File: src/rtl/nfc_pi_read_sequencer.sv
// NAND data-out read sequencer: buffer reset, DQS preamble, RE burst, delayed
// capture window and drain, plus serialised IDELAY tap loads between bursts.
//
// state   | meaning
// --------+--------------------------------------------------------------
// sIdle   | ready; accepts a burst request or a tap-load request
// sBrst   | capture FIFO held in reset
// sPre    | DQS preamble before the first RE toggle
// sXfer   | RE toggling, one word per cycle
// sCapt   | RE stopped; delayed capture window still open
// sDrain  | input pipeline flushing into the FIFO
// sDone   | one-cycle completion pulse (also reached on abort)
// sTapLd  | tap value presented with the load strobe
// sTWait  | waiting for IDELAYCTRL ready before acknowledging
module nfc_pi_read_sequencer #(
  parameter int BufResetCycles = 6,  // >= 1
  parameter int PreambleCycles = 2,  // >= 1
  parameter int CaptureLatency = 4,  // 0..15
  parameter int DrainCycles    = 6   // >= 1
) (
  input  logic        iSystemClock,
  input  logic        iModuleResetN,
  input  logic        iStart,
  input  logic [15:0] iByteCount,
  input  logic        iAbort,
  input  logic        iTapReq,
  input  logic [4:0]  iTapValue,
  input  logic        iPI_DelayReady,
  output logic        oReady,
  output logic        oBusy,
  output logic        oDone,
  output logic        oTapAck,
  output logic        oPI_BufferReset,
  output logic        oRE_Toggle,
  output logic        oPI_Buff_WE,
  output logic [3:0]  oAddressLatchEnable,
  output logic        oPI_DelayTapLoad,
  output logic [4:0]  oPI_DelayTap
);

  typedef enum logic [3:0] {
    sIdle, sBrst, sPre, sXfer, sCapt, sDrain, sDone, sTapLd, sTWait
  } state_t;

  localparam logic [15:0] BrstLoad  = 16'(BufResetCycles - 1);
  localparam logic [15:0] PreLoad   = 16'(PreambleCycles - 1);
  localparam logic [15:0] CaptLoad  = 16'((CaptureLatency > 0) ? CaptureLatency - 1 : 0);
  localparam logic [15:0] DrainLoad = 16'(DrainCycles - 1);

  state_t      curState, nxtState;
  logic [15:0] timer, timerNxt;
  logic [15:0] wordCnt, wordCntNxt;
  logic [15:0] wordsM1;
  logic        tapPending, tapPendingNxt;
  logic        tapAck;
  logic [4:0]  delayTap;
  logic        abortHit;
  logic        reToggle;
  logic        captureWin;

  // Words minus one: ceil(max(n,1)/2) - 1 == (n-1)>>1 for n >= 1, never overflows.
  assign wordsM1  = (iByteCount == 16'd0) ? 16'd0 : ((iByteCount - 16'd1) >> 1);
  assign abortHit = iAbort && (curState inside {sBrst, sPre, sXfer, sCapt, sDrain});

  always_comb begin
    nxtState      = curState;
    timerNxt      = timer;
    wordCntNxt    = wordCnt;
    tapPendingNxt = tapPending;
    case (curState)
      sIdle: begin
        if (iStart) begin
          nxtState   = sBrst;
          timerNxt   = BrstLoad;
          wordCntNxt = wordsM1;
          if (iTapReq) tapPendingNxt = 1'b1;
        end else if (iTapReq || tapPending) begin
          nxtState      = sTapLd;
          tapPendingNxt = 1'b0;
        end
      end
      sBrst: begin
        if (timer == 16'd0) begin
          nxtState = sPre;
          timerNxt = PreLoad;
        end else begin
          timerNxt = timer - 16'd1;
        end
      end
      sPre: begin
        if (timer == 16'd0) nxtState = sXfer;
        else timerNxt = timer - 16'd1;
      end
      sXfer: begin
        if (wordCnt == 16'd0) begin
          if (CaptureLatency == 0) begin
            nxtState = sDrain;
            timerNxt = DrainLoad;
          end else begin
            nxtState = sCapt;
            timerNxt = CaptLoad;
          end
        end else begin
          wordCntNxt = wordCnt - 16'd1;
        end
      end
      sCapt: begin
        if (timer == 16'd0) begin
          nxtState = sDrain;
          timerNxt = DrainLoad;
        end else begin
          timerNxt = timer - 16'd1;
        end
      end
      sDrain: begin
        if (timer == 16'd0) nxtState = sDone;
        else timerNxt = timer - 16'd1;
      end
      sDone:  nxtState = sIdle;
      sTapLd: nxtState = sTWait;
      sTWait: if (iPI_DelayReady) nxtState = sIdle;
      default: nxtState = sIdle;
    endcase
    if (abortHit) nxtState = sDone;
  end

  always_ff @(posedge iSystemClock or negedge iModuleResetN) begin
    if (!iModuleResetN) begin
      curState   <= sIdle;
      timer      <= '0;
      wordCnt    <= '0;
      tapPending <= 1'b0;
      tapAck     <= 1'b0;
      delayTap   <= '0;
    end else begin
      curState   <= nxtState;
      timer      <= timerNxt;
      wordCnt    <= wordCntNxt;
      tapPending <= tapPendingNxt;
      tapAck     <= (curState == sTWait) && iPI_DelayReady;
      if (curState == sIdle && nxtState == sTapLd) delayTap <= iTapValue;
    end
  end

  assign reToggle = (curState == sXfer);

  generate
    if (CaptureLatency == 0) begin : gCapDirect
      assign captureWin = reToggle;
    end else begin : gCapPipe
      logic [CaptureLatency-1:0] capSr;
      always_ff @(posedge iSystemClock or negedge iModuleResetN) begin
        if (!iModuleResetN) begin
          capSr <= '0;
        end else if (abortHit) begin
          capSr <= '0;
        end else begin
          capSr[0] <= reToggle;
          for (int i = 1; i < CaptureLatency; i++) capSr[i] <= capSr[i-1];
        end
      end
      assign captureWin = capSr[CaptureLatency-1];
    end
  endgenerate

  assign oReady              = (curState == sIdle);
  assign oBusy               = (curState != sIdle);
  assign oDone               = (curState == sDone);
  assign oTapAck             = tapAck;
  assign oPI_BufferReset     = (curState == sBrst);
  assign oRE_Toggle          = reToggle;
  assign oPI_Buff_WE         = captureWin;
  assign oAddressLatchEnable = {3'b000, captureWin};
  assign oPI_DelayTapLoad    = (curState == sTapLd);
  assign oPI_DelayTap        = delayTap;

endmodule

File: config.mk
export PLATFORM = sky130hd
export DESIGN_NAME = nfc_pi_read_sequencer
export DESIGN_NICKNAME = d
export VERILOG_FILES = /design/src/rtl/nfc_pi_read_sequencer.sv
export SDC_FILE = /design/constraint.sdc
export NUM_CORES = 1
export LEC_CHECK = 0
export ABC_AREA = 1
export ABC_CLOCK_PERIOD_IN_PS = 2130
export BUFFER_PORTS_ARGS = -buffer_cell sky130_fd_sc_hd__buf_2
export CAP_MARGIN = 20
export CORE_MARGIN = 2
export CORE_UTILIZATION = 36
export CTS_BUF_LIST = sky130_fd_sc_hd__clkbuf_16
export CTS_CLUSTER_DIAMETER = 120
export DETAILED_ROUTE_END_ITERATION = 10
export PLACE_DENSITY_LB_ADDON = 0.12
export SLEW_MARGIN = 10
export SYNTH_ARGS = -nofsm -noshare
export SYNTH_HDL_FRONTEND = slang
export SYNTH_SLANG_ARGS = --single-unit
File: constraint.sdc
create_clock -name iSystemClock -period 2.13 [get_ports iSystemClock]
set_input_delay 0.1065 -clock iSystemClock [delete_from_list [all_inputs] [get_ports iSystemClock]]
set_output_delay 0.1065 -clock iSystemClock [all_outputs]
set_load 0.01 [all_outputs]
-- Word level (Yosys, flattened, before mapping)
Index checks and enable logic that the tools add are counted.
- add/sub/neg operators: 3
- equal/unequal tests: 14
- reduce and logical (&&, ||, !) cells: 17
- muxes and demuxes: 24
- operators by type and width (kind ; count):
    $mux 16 ; 7
    $pmux 16 s5 ; 1
    $logic_not 16->1 ; 3
    $sub 16x1->16 const B ; 3
    $mux 4 ; 10
    $pmux 16 s2 ; 1
    $pmux 4 s8 ; 1
    $eq 4x3->1 const B ; 5
    $mux 15 ; 1
    $reduce_bool 5->1 ; 2
    $eq 4x2->1 const B ; 2
    $ne 2x2->1 const B ; 3
    $reduce_and 3->1 ; 2
    $eq 4x1->1 const B ; 1
    $eq 4x4->1 const B ; 1
    $logic_not 4->1 ; 1
    $ne 2x1->1 const B ; 2
    $reduce_and 4->1 ; 1
    $reduce_bool 2->1 ; 2
    $reduce_bool 4->1 ; 1
    $logic_and 1x1->1 ; 3
    $mux 1 ; 3
    $reduce_or 2->1 ; 1
    $logic_or 1x1->1 ; 1
- word-level logic and storage cells: 65
- bits in registers: 47

-- Depth between registers and ports, before layout
- depth after elaboration: 7
- depth in mapped cells: 12
- mapped depth without buffers: 11

-- Worst setup path after synthesis
OpenSTA, ideal clock, no wires.
- path type: reg-to-reg
- from: reg timer[0]
- to: reg timer[1]
- library setup time: 0.120 ns
- cell stages (with the launch flop): 10
- setup slack: 0.498 ns
- period minus slack after synthesis: 1.632 ns
- data required time: 2.010 ns
- buffers on the path: 0
- arrival: 1.512 ns
- cells stage by stage: dfrtp_1 inv_1 ha_1 nand2_2 nor2_2 nand2_1 a21oi_1 nor2_1 o21ai_1 nand2_1
- cells in the longest elaborated chain, start to end: 3
- elaborated cells on any way between the ends: 8
- ends and longest elaborated chain (item ; line ; source):
    start: declaration ; 51 ; logic [15:0] timer, timerNxt;
    start signal: assignment ; 137 ; timer <= timerNxt;
    $sub 16x1->16 / $logic_not 16->1 (equally long branches) ; -- ;
    $mux 16 (tied with other cells) ; 91, 116 ;
    $pmux 16 s5 / $reduce_and 4->1 (equally long branches) ; -- ;
Parallel ways exist; a longest one is shown, timed or not. The select of a mux whose other input is x is not followed.
A chain may end at the register's enable or synchronous reset.

-- Final worst setup path
Same ends and word-level chain as after synthesis.

==> metrics.cfg <==
[run_status]
status=finished, final reports clean

[timing]
tns_ps=0
holdWs_ps=18.0
setup_viol=0
hold_viol_final=0
period_share_pct=86.0
rsz0062_at_grt=no
maxSlewHeadroom_pct=63.6
fmax_mhz=546
period_minus_slack_ps=1830
worstMarginPinSlew_ps=545
drv_slew=0
skew_ps=5.28

[critical_path]
cp-start-kind=register
critPathKind=reg -> reg
cp.arrival_ps=2020
end_kind=register
path_max_fanout=6
required_ps=2320

[clock_network]
root_buffer=clkbuf_16
clkTransAtPathRegs_ps=70
clk_path_buf_depth=2
cts_buffers=5
clk_latency_ps=290
cts.sinks=47
cts_tree=done
htreeDepth=2

[logic_synthesis]
synth-adder-area-share_pct=1.39
synth_top_family_by_area=simple AND/OR/NAND/NOR gates
synth.area.mux_share_pct=1.56
yosysSeqAreaShare_pct=32.6
ys.flop_type=dfrtp_1
synth-xor-area-share_pct=5.09
async_flop_share_pct=100
synth_compound_area_share_pct=9.14
syn-instance-count=547
synthSimpleGateAreaFrac_pct=41.2
ys_seq_elements=47
synth_cell_type_count=37
syn_avg_cell_area_sq_um=6.60
yosys_warnings=0
syn-cell-area_sq_um=3610
synth_edf_count=0

[floorplanning]
die_w_microns=104
start_util_pct=37.0
die_area_sq_um=10900
rows=36
io_pins=44
die_y_microns=104
core_sq_um=9770

[global_route]
grt_pass1_wl_microns=16000
grt_start_max_net_pins=27
grt_antenna_before_repair=0
grt_pass1_vias=3409
grt_overflow=0
grtUsageTotal_pct=17.8

[finish]
diodes=0
area_growth_pct=15.3
fin_area_sq_um=4160
fin_util_pct=42.6
drive_above_1_share_pct=15.5
layout_commonest_cell=nand2_1
layout_common_cells=nand2_1 (149), nor2_1 (94), inv_1 (58), nand3_1 (48), dfrtp_1 (47)
nNetsFinal=623

[job]
maxCapViolCount=0

[route]
routedWlPerCell_microns=12.7
num_vias=3605
drt_iter0_drc=221
dr.pass1.iters=6
route.detailed.drc=0
drt_wl_total_microns=9240
ant_nets=0
post_drt_via_cell_ratio=4.97

[place]
globalplace.congestion=0.877
place_area_sq_um=3980
hpwl_microns=7000
io_buffers=40

[worst_hold_path]
hold_class=in -> reg

[power_and_ir_drop]
power_w=0.00592
irDropWorstVdd_v=0.000421
power.density_nw_per_um2=1420
p_leak_nw=2.14

## flip-flops by register name, indices dropped and copies added (netlist names)
register and cells:
wordCnt 16, tapPending 1, oTapAck 1, oPI_DelayTap 5, curState 4, gCapPipe.capSr 4, timer 16
## synth_stat cells, types with 2 or more instances
cell,instances,share of area [%]
a21oi_1,17,2.4
a21oi_2,2,0.49
a21oi_4,2,0.90
buf_2,4,0.55
buf_4,5,1.0
buf_6,2,0.62
dfrtp_1,47,33
ha_1,4,1.4
inv_1,58,6.0
inv_2,4,0.42
mux2_2,5,1.6
nand2_1,149,15
nand2_2,7,1.2
nand2_4,4,1.2
nand3_1,48,6.7
nand4_1,15,2.6
nor2_1,94,9.8
nor2_2,7,1.2
nor2_8,2,1.1
nor3_1,6,0.83
o211ai_1,2,0.42
o21ai_0,26,3.6
o21ai_1,3,0.42
o22ai_1,2,0.35
xnor2_1,5,1.2
xor2_1,16,3.9
## final cells by class
| type | instances | area (sq um) |
|---|---|---|
| Fill cell | 1093 | 5610 |
| Clock inverter | 3 | 43.8 |
| Clock buffer | 5 | 125 |
| Multi-Input combinational cell | 427 | 2130 |
| Sequential cell | 47 | 1180 |
| Timing Repair Buffer | 47 | 280 |
| Inverter | 64 | 243 |
| Tap cell | 133 | 166 |
## critical path: stages (launching register included)
cell and delay [ps]:
dfrtp_1 390, inv_1 140, ha_1 220, nand2_2 120, nor2_2 200, nand2_1 110
a21oi_2 300, nor2_1 80, o21ai_1 120, nand2_1 50
## layer usage
layer	global-route usage, %	share of wire (%)	up-vias
li1	-	-	1833
met1	23.6	47	1667
met2	29.7	47	94
met3	3.01	4.9	11
met4	5.12	1.5	0
met5	0	0	-
## power by group
group | switching, W | total [W] | internal [W]
logic | 0.00225 | 0.00343 | 0.00117
clock network | 0.000358 | 0.000913 | 0.000554
registers | 0.000340 | 0.00158 | 0.00124
total | 0.00295 | 0.00592 | 0.00297
## through the flow
step	setup WS [ps]	std cells
global route	63.0	726
finish	298	726
floorplan	498	549
CTS	189	726
detailed placement	211	717
global placement	285	717
## worst paths after layout
check	startpoint	endpoint	slack, ps	cells after the start
max reg2reg	timer[0]$_DFFE_PN0P_	timer[1]$_DFFE_PN0P_	300	9
min	iPI_DelayReady	curState[3]$_DFF_PN0_	20	2
max in group asynchronous	iModuleResetN	wordCnt[14]$_DFFE_PN0P_	1250	3
min reg2reg	gCapPipe.capSr[0]$_DFF_PN0_	gCapPipe.capSr[1]$_DFF_PN0_	440	2
max	timer[0]$_DFFE_PN0P_	timer[1]$_DFFE_PN0P_	300	9
min in group asynchronous	iModuleResetN	oPI_DelayTap[3]$_DFFE_PN0P_	330	2
## timing repair
action | CTS | global route
hold buffers | 1 | 0
buffers inserted | 0 | 0
setup endpoints to repair | 0 | 4
resized for setup | 0 | 2
hold endpoints to repair | 21 | 0
## cells by family (layout without fill, tap and decap cells)
logic type               Yosys count  in the layout
buffers and inverters             75            119
adder cells (fa/ha/maj)            4              4
flip-flops                        47             47
AND/OR/NAND/NOR                  337            337
AO/OA/AOI/OAI                     57             57
other                              1              3
XOR/XNOR                          21             21
multiplexers                       5              5
Note: power is estimated with default switching activity, not from simulation.
